### src/rtl/store_buffer_pkg.sv
// Shared constants and types for the store buffer slice.
// SB_ENTRY_NUM/SB_ENTRY_SEL size the buffer; DATA_LEN/ADDR_LEN/SPECTAG_LEN are core-wide widths.
package store_buffer_pkg;

    localparam int DATA_LEN     = 32;
    localparam int ADDR_LEN     = 32;
    localparam int SPECTAG_LEN  = 5;
    localparam int SB_ENTRY_NUM = 32;
    localparam int SB_ENTRY_SEL = 5;
    localparam int SB_CNT_W     = SB_ENTRY_SEL + 1;

    typedef logic [SB_ENTRY_SEL-1:0] sb_ptr_t;
    typedef logic [SB_CNT_W-1:0]     sb_cnt_t;

    localparam sb_cnt_t SB_FULL_CNT = sb_cnt_t'(SB_ENTRY_NUM);

    function automatic sb_ptr_t ptr_inc(input sb_ptr_t p);
        return p + sb_ptr_t'(1);
    endfunction

endpackage

### src/rtl/store_buffer_if.sv
// Signal bundle between the store buffer and the LSU, ROB commit path and dmem write port.
interface store_buffer_if;
    import store_buffer_pkg::*;

    // stfin is a push accepted only while fullsb is low; dmem_we is a push the
    // memory port always accepts, so there is no ready in either direction.
    logic                   prmiss;
    logic                   prsuccess;
    logic [SPECTAG_LEN-1:0] spectagfix;
    logic                   stfin;
    logic                   specbit;
    logic [SPECTAG_LEN-1:0] spectag;
    logic [ADDR_LEN-1:0]    storeaddr;
    logic [DATA_LEN-1:0]    storedata;
    logic                   fullsb;
    logic                   stcommit;
    logic [ADDR_LEN-1:0]    ldaddr;
    logic                   hitsb;
    logic [DATA_LEN-1:0]    lddatasb;
    logic                   memoccupy_ld;
    logic                   dmem_we;
    logic [ADDR_LEN-1:0]    dmem_waddr;
    logic [DATA_LEN-1:0]    dmem_wdata;

    modport master (
        output prmiss, prsuccess, spectagfix, stfin, specbit, spectag,
               storeaddr, storedata, stcommit, ldaddr, memoccupy_ld,
        input  fullsb, hitsb, lddatasb, dmem_we, dmem_waddr, dmem_wdata
    );

    modport slave (
        input  prmiss, prsuccess, spectagfix, stfin, specbit, spectag,
               storeaddr, storedata, stcommit, ldaddr, memoccupy_ld,
        output fullsb, hitsb, lddatasb, dmem_we, dmem_waddr, dmem_wdata
    );

endinterface

### src/rtl/store_buffer_fwd_search.sv
// Youngest-match finder for load forwarding: scans backwards from tail-1 around the ring.
module sb_fwd_search
    import store_buffer_pkg::*;
(
    input  logic [SB_ENTRY_NUM-1:0] match_i,
    input  sb_ptr_t                 tail_i,
    output sb_ptr_t                 idx_o,
    output logic                    hit_o
);

    always_comb begin
        idx_o = '0;
        hit_o = 1'b0;
        for (int i = 0; i < SB_ENTRY_NUM; i++) begin
            if (!hit_o && match_i[tail_i - sb_ptr_t'(i + 1)]) begin
                hit_o = 1'b1;
                idx_o = tail_i - sb_ptr_t'(i + 1);
            end
        end
    end

endmodule

### src/rtl/store_buffer.sv
// Speculative store buffer: allocate, in-order commit, one-per-cycle drain, forwarding, rollback.
// Optional STOREBUF_STATS_EN adds stat_retired / stat_fullcyc counters.
module store_buffer
    import store_buffer_pkg::*;
(
    input  logic          clk,
    input  logic          reset,
    store_buffer_if.slave sb
`ifdef STOREBUF_STATS_EN
    ,
    output logic [31:0]   stat_retired,
    output logic [31:0]   stat_fullcyc
`endif
);

    logic [SB_ENTRY_NUM-1:0] valid_q, valid_d;
    logic [SB_ENTRY_NUM-1:0] committed_q, committed_d;
    logic [SB_ENTRY_NUM-1:0] specbit_q, specbit_d;
    logic [SPECTAG_LEN-1:0]  spectag_q [SB_ENTRY_NUM];
    logic [ADDR_LEN-1:0]     addr_q    [SB_ENTRY_NUM];
    logic [DATA_LEN-1:0]     data_q    [SB_ENTRY_NUM];

    sb_ptr_t head_q, head_d;
    sb_ptr_t tail_q, tail_d;
    sb_ptr_t comptr_q, comptr_d;
    sb_cnt_t count_q, count_d;

    logic                    full;
    logic                    alloc;
    logic                    retire;
    logic [SB_ENTRY_NUM-1:0] tag_match;
    logic [SB_ENTRY_NUM-1:0] kill_vec;
    logic [SB_ENTRY_NUM-1:0] ld_match;
    logic                    kill_any;
    sb_ptr_t                 kill_idx;
    sb_cnt_t                 kill_cnt;
    sb_ptr_t                 alloc_idx;
    sb_ptr_t                 fwd_idx;
    logic                    fwd_hit;

    assign full   = (count_q == SB_FULL_CNT);
    assign alloc  = sb.stfin & ~full;
    assign retire = valid_q[head_q] & committed_q[head_q] & ~sb.memoccupy_ld;

    always_comb begin
        tag_match = '0;
        ld_match  = '0;
        for (int i = 0; i < SB_ENTRY_NUM; i++) begin
            tag_match[i] = |(spectag_q[i] & sb.spectagfix);
            ld_match[i]  = valid_q[i] & (addr_q[i] == sb.ldaddr);
        end
    end

    assign kill_vec = {SB_ENTRY_NUM{sb.prmiss}} & valid_q & ~committed_q & specbit_q & tag_match;

    // Killed entries are a contiguous youngest suffix, so the first one found
    // scanning forward from comptr is where the tail rolls back to.
    always_comb begin
        kill_any = 1'b0;
        kill_idx = comptr_q;
        kill_cnt = '0;
        for (int i = 0; i < SB_ENTRY_NUM; i++) begin
            if (!kill_any && kill_vec[comptr_q + sb_ptr_t'(i)]) begin
                kill_any = 1'b1;
                kill_idx = comptr_q + sb_ptr_t'(i);
            end
            kill_cnt = kill_cnt + sb_cnt_t'(kill_vec[i]);
        end
    end

    assign alloc_idx = kill_any ? kill_idx : tail_q;

    always_comb begin
        head_d      = retire ? ptr_inc(head_q) : head_q;
        comptr_d    = sb.stcommit ? ptr_inc(comptr_q) : comptr_q;
        tail_d      = alloc ? ptr_inc(alloc_idx) : alloc_idx;
        count_d     = count_q + sb_cnt_t'(alloc) - sb_cnt_t'(retire) - kill_cnt;
        valid_d     = valid_q & ~kill_vec;
        committed_d = committed_q;
        specbit_d   = specbit_q;
        if (sb.prsuccess) begin
            specbit_d = specbit_q & ~(valid_q & tag_match);
        end
        if (retire) begin
            valid_d[head_q] = 1'b0;
        end
        if (sb.stcommit) begin
            committed_d[comptr_q] = 1'b1;
        end
        if (alloc) begin
            valid_d[alloc_idx]     = 1'b1;
            committed_d[alloc_idx] = 1'b0;
            specbit_d[alloc_idx]   = sb.specbit;
        end
    end

    always_ff @(posedge clk) begin
        if (reset) begin
            valid_q     <= '0;
            committed_q <= '0;
            specbit_q   <= '0;
            head_q      <= '0;
            tail_q      <= '0;
            comptr_q    <= '0;
            count_q     <= '0;
        end else begin
            valid_q     <= valid_d;
            committed_q <= committed_d;
            specbit_q   <= specbit_d;
            head_q      <= head_d;
            tail_q      <= tail_d;
            comptr_q    <= comptr_d;
            count_q     <= count_d;
        end
    end

    // Payload needs no reset: every consumer is qualified by valid_q.
    always_ff @(posedge clk) begin
        if (alloc) begin
            spectag_q[alloc_idx] <= sb.spectag;
            addr_q[alloc_idx]    <= sb.storeaddr;
            data_q[alloc_idx]    <= sb.storedata;
        end
    end

    sb_fwd_search u_fwd (
        .match_i (ld_match),
        .tail_i  (tail_q),
        .idx_o   (fwd_idx),
        .hit_o   (fwd_hit)
    );

    assign sb.fullsb     = full;
    assign sb.hitsb      = fwd_hit;
    assign sb.lddatasb   = fwd_hit ? data_q[fwd_idx] : '0;
    assign sb.dmem_we    = retire;
    assign sb.dmem_waddr = addr_q[head_q];
    assign sb.dmem_wdata = data_q[head_q];

`ifdef STOREBUF_STATS_EN
    logic [31:0] stat_retired_q, stat_fullcyc_q;

    always_ff @(posedge clk) begin
        if (reset) begin
            stat_retired_q <= '0;
            stat_fullcyc_q <= '0;
        end else begin
            stat_retired_q <= stat_retired_q + 32'(retire);
            stat_fullcyc_q <= stat_fullcyc_q + 32'(full);
        end
    end

    assign stat_retired = stat_retired_q;
    assign stat_fullcyc = stat_fullcyc_q;
`endif

endmodule

### src/flat_wrapper.sv
// flat-port wrapper written by rule: the top's interface ports become plain ports
module store_buffer_flat import store_buffer_pkg::*;
  (clk, reset, sb_prmiss, sb_prsuccess, sb_spectagfix, sb_stfin, sb_specbit, sb_spectag, sb_storeaddr, sb_storedata, sb_stcommit, sb_ldaddr, sb_memoccupy_ld, sb_fullsb, sb_hitsb, sb_lddatasb, sb_dmem_we, sb_dmem_waddr, sb_dmem_wdata);
  store_buffer_if sb_i ();
  input  logic clk;
  input  logic reset;
  input wire logic [$bits(sb_i.prmiss)-1:0] sb_prmiss;
  input wire logic [$bits(sb_i.prsuccess)-1:0] sb_prsuccess;
  input wire logic [$bits(sb_i.spectagfix)-1:0] sb_spectagfix;
  input wire logic [$bits(sb_i.stfin)-1:0] sb_stfin;
  input wire logic [$bits(sb_i.specbit)-1:0] sb_specbit;
  input wire logic [$bits(sb_i.spectag)-1:0] sb_spectag;
  input wire logic [$bits(sb_i.storeaddr)-1:0] sb_storeaddr;
  input wire logic [$bits(sb_i.storedata)-1:0] sb_storedata;
  input wire logic [$bits(sb_i.stcommit)-1:0] sb_stcommit;
  input wire logic [$bits(sb_i.ldaddr)-1:0] sb_ldaddr;
  input wire logic [$bits(sb_i.memoccupy_ld)-1:0] sb_memoccupy_ld;
  output wire logic [$bits(sb_i.fullsb)-1:0] sb_fullsb;
  output wire logic [$bits(sb_i.hitsb)-1:0] sb_hitsb;
  output wire logic [$bits(sb_i.lddatasb)-1:0] sb_lddatasb;
  output wire logic [$bits(sb_i.dmem_we)-1:0] sb_dmem_we;
  output wire logic [$bits(sb_i.dmem_waddr)-1:0] sb_dmem_waddr;
  output wire logic [$bits(sb_i.dmem_wdata)-1:0] sb_dmem_wdata;
  assign sb_i.prmiss = sb_prmiss;
  assign sb_i.prsuccess = sb_prsuccess;
  assign sb_i.spectagfix = sb_spectagfix;
  assign sb_i.stfin = sb_stfin;
  assign sb_i.specbit = sb_specbit;
  assign sb_i.spectag = sb_spectag;
  assign sb_i.storeaddr = sb_storeaddr;
  assign sb_i.storedata = sb_storedata;
  assign sb_i.stcommit = sb_stcommit;
  assign sb_i.ldaddr = sb_ldaddr;
  assign sb_i.memoccupy_ld = sb_memoccupy_ld;
  assign sb_fullsb = sb_i.fullsb;
  assign sb_hitsb = sb_i.hitsb;
  assign sb_lddatasb = sb_i.lddatasb;
  assign sb_dmem_we = sb_i.dmem_we;
  assign sb_dmem_waddr = sb_i.dmem_waddr;
  assign sb_dmem_wdata = sb_i.dmem_wdata;
  store_buffer u_core (.clk(clk), .reset(reset), .sb(sb_i));
endmodule
### config.mk
export PLATFORM = sky130hd
export DESIGN_NAME = store_buffer_flat
export DESIGN_NICKNAME = d
export VERILOG_FILES = /design/src/rtl/store_buffer_pkg.sv /design/src/rtl/store_buffer_if.sv /design/src/rtl/store_buffer_fwd_search.sv /design/src/rtl/store_buffer.sv /design/src/flat_wrapper.sv
export SDC_FILE = /design/constraint.sdc
export NUM_CORES = 2
export LEC_CHECK = 0
export ABC_CLOCK_PERIOD_IN_PS = 10900
export CAP_MARGIN = 20
export CORE_MARGIN = 2
export CORE_UTILIZATION = 60
export CTS_BUF_LIST = sky130_fd_sc_hd__clkbuf_8
export CTS_CLUSTER_DIAMETER = 120
export CTS_CLUSTER_SIZE = 20
export DETAILED_ROUTE_END_ITERATION = 6
export DONT_BUFFER_PORTS = 1
export PLACE_DENSITY_LB_ADDON = 0.15
export RECOVER_POWER = 100
export SLEW_MARGIN = 20
export SYNTH_ARGS = -nofsm -noshare
export SYNTH_HDL_FRONTEND = slang
export SYNTH_HIERARCHICAL = 1
export SYNTH_SLANG_ARGS = --single-unit
### constraint.sdc
create_clock -name clk -period 10.9 [get_ports clk]
set_clock_uncertainty 0.1 [all_clocks]
set_input_delay 1.635 -clock clk [delete_from_list [all_inputs] [get_ports clk]]
set_output_delay 1.635 -clock clk [all_outputs]
set_load 0.03 [all_outputs]
# Word level (Yosys, flattened, before mapping)
# Memories as Yosys holds them, arrays and structs flattened. A register that Yosys moved wholly into a read port is not among the register bits.
# Index checks and enable logic that the tools add are counted.
word_totals:
  n_memories: 3
  ramBits: 2208
  output_inout_bits: 99
  word_cells: 735
  ff_bits: 117
  inputBits: 114
mem_list:
  columns: ["name", "depth", "width", "rd", "rd_ports_with_merged_regs", "write_ports", "line", "text"]
  rows:
  - ["u_core.addr_q", 32, 32, 33, 1, 1, "store_buffer.sv:20", "logic [ADDR_LEN-1:0] addr_q [SB_ENTRY_NUM];"]
  - ["u_core.data_q", 32, 32, 2, 1, 1, "store_buffer.sv:21", "logic [DATA_LEN-1:0] data_q [SB_ENTRY_NUM];"]
  - ["u_core.spectag_q", 32, 5, 32, 0, 1, "store_buffer.sv:19", "logic [SPECTAG_LEN-1:0] spectag_q [SB_ENTRY_NUM];"]
op_classes:
  bitwise: 85
  muxes: 281
  reduce_logical: 159
  magnitude_cmp: 69
  n_eq_ne: 33
  add_sub_neg: 98
ops:
  columns: ["operator", "count"]
  rows:
  - ["$eq A32 B32 Y1", 32]
  - ["$lt A5 B6 Y1 const B", 66]
  - ["$mux W5", 69]
  - ["$bmux W1 S5", 66]
  - ["$and A32 B32 Y32", 9]
  - ["$mux W32", 7]
  - ["$add A6 B1 Y6", 31]
  - ["$and A5 B5 Y5", 32]
  - ["$not A32 Y32", 5]
  - ["$reduce_or A5 Y1", 32]
  - ["$mux W1", 135]
  - ["$add A5 B5 Y5 const B", 16]
  - ["$sub A5 B5 Y5 const B", 16]
  - ["$logic_and A1 B1 Y1", 65]
  - ["$or A32 B32 Y32", 2]
  - ["$logic_not A1 Y1", 62]
  - ["$add A5 B4 Y5 const B", 8]
  - ["$sub A5 B4 Y5 const B", 8]
  - ["$and A1 B1 Y1", 35]
  - ["$bwmux W32", 1]
  - ["$add A5 B3 Y5 const B", 4]
  - ["$sub A5 B3 Y5 const B", 4]
  - ["$add A5 B1 Y5 const B", 3]
  - ["$demux W1 S5", 3]
  - ["9 further kinds", 14]

# Depth between registers and ports, before layout
logic_depth:
  word_depth: 108
  ltp_mapped: 30
  ltp_nobuf: 27

# Modules after synthesis
# The synthesis kept the hierarchy.
by_module_without_submodules:
  columns: ["mod", "area_per_inst_um2", "seq_area_each_um2", "cells_each", "n_inst"]
  rows:
  - ["store_buffer", 117781.7, 68745.9, 7138, 1]
  - ["sb_fwd_search", 6700.2, 0.0, 823, 1]

# Least setup slack after synthesis
# No wires, ideal clock.
synth_path:
  path_type: "input-to-reg"
  startpoint: "input sb_spectagfix[4]"
  endpoint: "register u_core.specbit_q[5]"
  path_buffers: 2
  setup_slack_ns: 0.282
  arrival_time_ns: 10.204
  cell_stages: 18
  cell_sequence: "buf_2 -> a222oi_1 -> a211oi_1 -> a2111oi_4 -> o32ai_1 -> a311oi_2 -> nand3_2 -> nor4_2 -> nand3_1 -> buf_2 -> nor3_2 -> nand2_1 -> or2_2 -> o221ai_1 -> ha_1 -> nand2_1 -> nor4b_2 -> mux2i_1"
synth_between:
  elab_chain_cells: 106
  word_cells_on_any_way: 266
  classes_between: "order compare: 2; mux: 133; bitwise: 36; reduce/logical: 95"
synth_rtl:
  columns: ["item", "line", "text"]
  rows:
  - ["start, declared", "flat_wrapper.sv:9", "input wire logic [$bits(sb_i.spectagfix)-1:0] sb_spectagfix;"]
  - ["$and A5 B5 Y5", "store_buffer.sv:49", "tag_match[i] = |(spectag_q[i] & sb.spectagfix);"]
  - ["$reduce_or A5 Y1", "store_buffer.sv:49", null]
  - ["$and A32 B32 Y32", "store_buffer.sv:54", "assign kill_vec = {SB_ENTRY_NUM{sb.prmiss}} & valid_q & ~committed_q & specbit_q & tag_match;"]
  - ["$bmux W1 S5", "store_buffer.sv:63", "if (!kill_any && kill_vec[comptr_q + sb_ptr_t'(i)]) begin"]
  - ["$mux W1 (implied by the code)", "store_buffer.sv:63", null]
  - ["$mux W1", "store_buffer.sv:63", null]
  - ["$logic_not A1 Y1", "store_buffer.sv:63", null]
  - ["$logic_and A1 B1 Y1", "store_buffer.sv:63", null]
  - ["[90 not listed]", null, null]
  - ["$mux W5 or $mux W1 (tied branches)", "store_buffer.sv:63", null]
  - ["$mux W5", "store_buffer.sv:71", "assign alloc_idx = kill_any ? kill_idx : tail_q;"]
  - ["$lt A5 B6 Y1 (implied by the code) or $ge A5 B1 Y1 (tied branches)", "store_buffer.sv:93", "specbit_d[alloc_idx] = sb.specbit;"]
  - ["$logic_and A1 B1 Y1 (implied by the code)", "store_buffer.sv:93", null]
  - ["$mux W1 (implied by the code)", "store_buffer.sv:93", null]
  - ["$demux W1 S5", null, null]
  - ["$bwmux W32", "store_buffer.sv:93", null]
  - ["$mux W32 (*)", "store_buffer.sv:90", "if (alloc) begin"]
  - ["end signal, assigned", "store_buffer.sv:109", "specbit_q <= specbit_d;"]
  - ["end, declared", "store_buffer.sv:18", "logic [SB_ENTRY_NUM-1:0] specbit_q, specbit_d;"]
# Mark *: on every way between the ends. The rest lies on a longest branch, timed or not. The select of a mux whose other input is x is not followed.
# A chain may end at the register's enable or synchronous reset.

# Final worst setup path
layout_path:
  startpoint: "input sb_ldaddr[4]"
  endpoint: "output sb_lddatasb[17]"
layout_between:
  elab_chain_cells: 100
  word_cells_on_any_way: 256
  classes_between: "eq/ne: 32; mux: 129; bitwise: 32; reduce/logical: 62; memory: 1"
layout_rtl:
  columns: ["item", "line", "text"]
  rows:
  - ["start, declared", "flat_wrapper.sv:16", "input wire logic [$bits(sb_i.ldaddr)-1:0] sb_ldaddr;"]
  - ["$eq A32 B32 Y1 (*)", "store_buffer.sv:50", "ld_match[i] = valid_q[i] & (addr_q[i] == sb.ldaddr);"]
  - ["$and A1 B1 Y1 (*)", "store_buffer.sv:50", null]
  - ["net u_core.ld_match[25]", "store_buffer.sv:33", "logic [SB_ENTRY_NUM-1:0] ld_match;"]
  - ["$bmux W1 S5", "store_buffer_fwd_search.sv:15", "if (!hit_o && match_i[tail_i - sb_ptr_t'(i + 1)]) begin"]
  - ["$mux W1 (implied by the code)", "store_buffer_fwd_search.sv:15", null]
  - ["$mux W1", "store_buffer_fwd_search.sv:15", null]
  - ["$logic_not A1 Y1", "store_buffer_fwd_search.sv:15", null]
  - ["$logic_and A1 B1 Y1", "store_buffer_fwd_search.sv:15", null]
  - ["[86 not listed]", null, null]
  - ["$logic_and A1 B1 Y1", "store_buffer_fwd_search.sv:15", null]
  - ["$mux W1", "store_buffer_fwd_search.sv:15", null]
  - ["$logic_not A1 Y1", "store_buffer_fwd_search.sv:15", null]
  - ["$logic_and A1 B1 Y1", "store_buffer_fwd_search.sv:15", null]
  - ["$mux W5 (*)", "store_buffer_fwd_search.sv:15", null]
  - ["net u_core.fwd_idx[1]", "store_buffer.sv:38", "sb_ptr_t fwd_idx;"]
  - ["$mem_v2 Z32 W32 (*)", null, null]
  - ["$mux W32 (*)", "store_buffer.sv:135", "assign sb.lddatasb = fwd_hit ? data_q[fwd_idx] : '0;"]
  - ["end, declared", "flat_wrapper.sv:20", "output wire logic [$bits(sb_i.lddatasb)-1:0] sb_lddatasb;"]
# Mark *: on every way through the listed nets, which the timed path passes. The rest lies on a longest branch. The select of a mux whose other input is x is not followed.

==> impl_results.md <==
- Run status: finished with violations
- Violated checks: design-rule violations, max-capacitance violations, max-slew violations, negative setup slack
- Post-layout worst setup margin: -0.0975 ns
- Total track usage: 42.7%
- Fmax: 0.0909 GHz
- Slowest CP cell: nor4_1
- RR Endpoint: u_core/data_q[31][14]
- Final setup fails: 15
- Worst slew pin tran: 3.43 ns
- CTS root buffer: clkbuf_8
- Largest family of logic cells by synthesized area: multiplexers
- Synth Flop Type: edfxtp_1
- Max-Cap Viols: 12
- VDD IR max: 1.16 mV
- Wire length per cell: 42.0 microns
- First-pass GRT wire length: 625000 microns
- Seq/Total Area, Yosys: 55.2%
- Initial antenna violation count: 36
- GPL Wtd Cong: 1.13
- Area share of fa/ha/maj cells after synthesis: 1.20%
- Setup TNS: -0.715 ns
- Vias in the first global route: 79800
- Power Dens Cells: 379 nW/um^2
- Die span in x: 459 microns
- R2R Setup Slk: 0.30 ns
- Grt ovf: 0
- CP Data Required Time: 9.17 ns
- Ys async rst share: 0%
- Clock slew at reported path FFs: 0.14 ns
- Number of hold violations in the final report: 0
- Clk buf depth: 3
- Die height: 459 microns
- Core area: 207000 sq um
- Post-synthesis mux area share: 21.3%
- Bufs and invs on worst path: 6
- Worst skew pair latency: 0.98 ns
- CTS Buf Count: 135
- Routed wire length: 453000 microns
- Syn Area/Cell: 15.6 sq um
- Mapped Cells: 7961
- Vias post-DR: 84300
- Antenna-violating nets left: 0
- Number of flops mapped to enable cells by yosys: 2208
- Residual DRC count: 6
- I/O Pins: 213
- Fin crit period: 11.00 ns
- Pins Over Slew Limit: 607
- TritonRoute pass-1 iters: 7
- Cell family with most CP delay: multiplexers
- 1st-iter DRT viols: 15500
- Hold Path End: u_core/specbit_q[3]
- Hold Crit Depth: 2
- Unrepaired setup endpoints after global routing: false
- CTS H-tree lvls: 4
- Arr. time, crit path: 9.26 ns
- Xor and xnor area share after synthesis: 7.79%
- Compound-Gate Fraction of Synth Area: 5.62%
- CTS tree: done
- P_leak: 39.7 nW
- CP startpoint kind: input port
- PortBufs: 0
- Hold buffer count at CTS: 0
- R2R cell count: 21
- RR Startpoint: u_core/comptr_q[0]
- Min-delay src: u_core/specbit_q[3]
- Crit path capture type: output port
- Row count: 167
- Yosys reg bits: 2330
- Fraction of layout cells with a size suffix above 1: 23.1%
- Initial Util: 60.2%
- Setup CP Type: input port to output port
- Crit path top cell by count: mux4_2
- Final #Nets: 8245
- Synth Area in Simple Gates: 6.64%
- Via/cell ratio: 7.81
- Slew Limit Headroom: -129%
- Synth Cell Area: 124000 sq um
- Clock sinks: 2330
- DPL Wire Length: 312000 microns
- Final Cycle Share: 101%
- Die Area: 211000 sq um
- Pin count of the biggest net entering global routing: 153
- Number of unique standard cell types used by synthesis: 128
- Max FO, Critical Path: 32
- HP Class: register to register
- CP peak stage delay: 0.78 ns
- Area grow syn2layout: 6.01%
- Total Power: 50.0 mW
- Syn Nets: 8176
- Synth warn: 6
[metal layers]
layer | GRT usage, % | vias to the layer above | part of all wire (%)
met5 | 0 | - | 0.024
met4 | 26.2 | 18 | 7.6
met3 | 10.5 | 1425 | 14
met2 | 62.5 | 7293 | 44
met1 | 58.2 | 43200 | 35
li1 | - | 32400 | -
[power by group]
group          switching (mW)  leakage (nW)  internal (mW)  total [mW]
Combinational            18.8          17.7           16.3        35.1
Sequential              0.416          20.9           10.6        11.0
Clock                    2.71          1.13           1.19        3.89
[cell families (layout without fill, tap and decap cells)]
| group | after synthesis | count (layout) |
|---|---|---|
| mux | 1328 | 1328 |
| compound gates | 957 | 957 |
| buf+inv | 685 | 786 |
| xor+xnor | 1103 | 1103 |
| fa+ha+maj | 101 | 101 |
| other cells | 0 | 19 |
| flops | 2330 | 2330 |
| simple gates | 1457 | 1457 |
[repair_timing]
action | in CTS | in global routing
setup buffers | 0 | 0
endpoints found under the setup margin | 0 | 32
gates resized for setup | 0 | 18
[worst max-delay path by stage]
stage | from | endpoint | slack (ns) | cells after the start
final | sb_ldaddr[4] | sb_lddatasb[17] | -0.1 | 26
after detailed placement | sb_ldaddr[28] | sb_lddatasb[17] | 0.07 | 21
after global placement | sb_ldaddr[28] | sb_lddatasb[6] | 0.02 | 21
after floorplan | sb_spectagfix[4] | u_core/specbit_q[5] | 0.28 | 18
after global routing | u_core/tail_q[1] | sb_lddatasb[6] | 0.01 | 23
after CTS | sb_ldaddr[28] | sb_lddatasb[17] | 0.04 | 21
[layout make-up]
class,count,area (sq um)
diodes,19,47.5
clock buffers,139,1910
clock inverters,30,178
fillers,14800,74700
inverters,124,472
multi-input cells,4946,53000
flip-flops and latches,2330,68800
well taps,2704,3380
repair buffers,493,4240
[synth_stat cells, types with 17 or more instances]
library cell / number / area (sq um)
fa_1: 30 / 601
nand3_1: 175 / 876
mux4_2: 1039 / 23400
inv_1: 111 / 417
nand2_1: 252 / 946
nand2b_1: 21 / 131
xnor2_1: 913 / 8000
a211oi_1: 130 / 976
clkbuf_1: 317 / 1190
a221oi_1: 35 / 307
nor2_1: 207 / 777
a2111oi_0: 22 / 193
a222oi_1: 33 / 330
or3_1: 17 / 106
and3_1: 40 / 250
o22ai_1: 20 / 125
a31oi_1: 34 / 213
nor4_1: 134 / 838
ha_1: 71 / 888
buf_2: 41 / 205
nand4_1: 249 / 1560
nor3_1: 97 / 485
o221ai_1: 22 / 193
a22oi_1: 69 / 518
a211o_1: 26 / 228
buf_1: 171 / 642
mux2_2: 106 / 1190
xor2_1: 185 / 1620
nand3b_1: 40 / 300
o21a_1: 20 / 150
dfxtp_1: 122 / 2440
nor2b_1: 56 / 350
edfxtp_1: 2208 / 66300
a21oi_1: 172 / 861
nand4b_1: 21 / 184
o21ai_0: 108 / 541
o211ai_1: 51 / 383
and2_1: 28 / 175
mux2i_1: 166 / 1660
[through the flow]
stage	cells	hold WS, ns	worst slack [ns]	instance area (sq um)	util, %
5_1_grt	10800	0.395	0.0104	132000	63.8
3_3_place_gp	10600	0.354	0.0153	131000	63.3
4_1_cts	10800	0.384	0.0402	133000	64.3
2_1_floorplan	7961	0.347	0.282	124000	-
3_5_place_dp	10600	0.360	0.0672	131000	63.3
6_report	10800	0.389	-0.0975	132000	63.9
[flip-flops by register name, summed over array words and instances (netlist names), named ones only]
register,count
u_core/count_q,6
u_core/comptr_q,5
u_core/data_q,1024
u_core/head_q,5
u_core/addr_q,1024
u_core/specbit_q,32
u_core/spectag_q,160
u_core/tail_q,5
u_core/valid_q,32
u_core/committed_q,32
[placed cells by master, fill, tap and decap left out, types with 22 or more instances in the layout]
cell type and instances:
a211o_1 26, a211oi_1 130, a21oi_1 168, a221oi_1 36, a222oi_1 33, a22oi_1 69
a31oi_1 34, and3_1 40, buf_12 50, buf_4 341, clkbuf_2 29, clkbuf_4 35
clkbuf_8 139, dfxtp_1 113, edfxtp_1 2208, fa_1 30, ha_1 69, inv_1 128
mux2_1 65, mux2_2 51, mux2i_1 166, mux4_2 1039, nand2_1 252, nand3_1 175
nand3b_1 40, nand4_1 253, nand4b_1 23, nor2_1 207, nor2b_1 56, nor3_1 98
nor4_1 131, o211ai_1 51, o21ai_0 108, o221ai_1 22, xnor2_1 902, xor2_1 185
[worst reg2reg max path, cell delays in order (launching register included)]
cell and delay, ns:
dfxtp_1 0.36, inv_1 0.06, ha_1 0.64, clkbuf_1 1.17, nor2_1 0.34, a221oi_1 0.37
a22oi_1 0.20, a22oi_1 0.53, o221a_1 0.52, nor4b_1 0.93, nand4_2 0.34, nor3_1 0.23
clkbuf_1 0.45, nand2_1 0.20, or2_2 0.36, o221ai_1 0.81, ha_1 0.38, nand2_1 0.20
a21oi_1 0.17, clkbuf_1 0.46, and3_1 0.60, clkbuf_2 0.74
(Power assumes the default switching activity.)
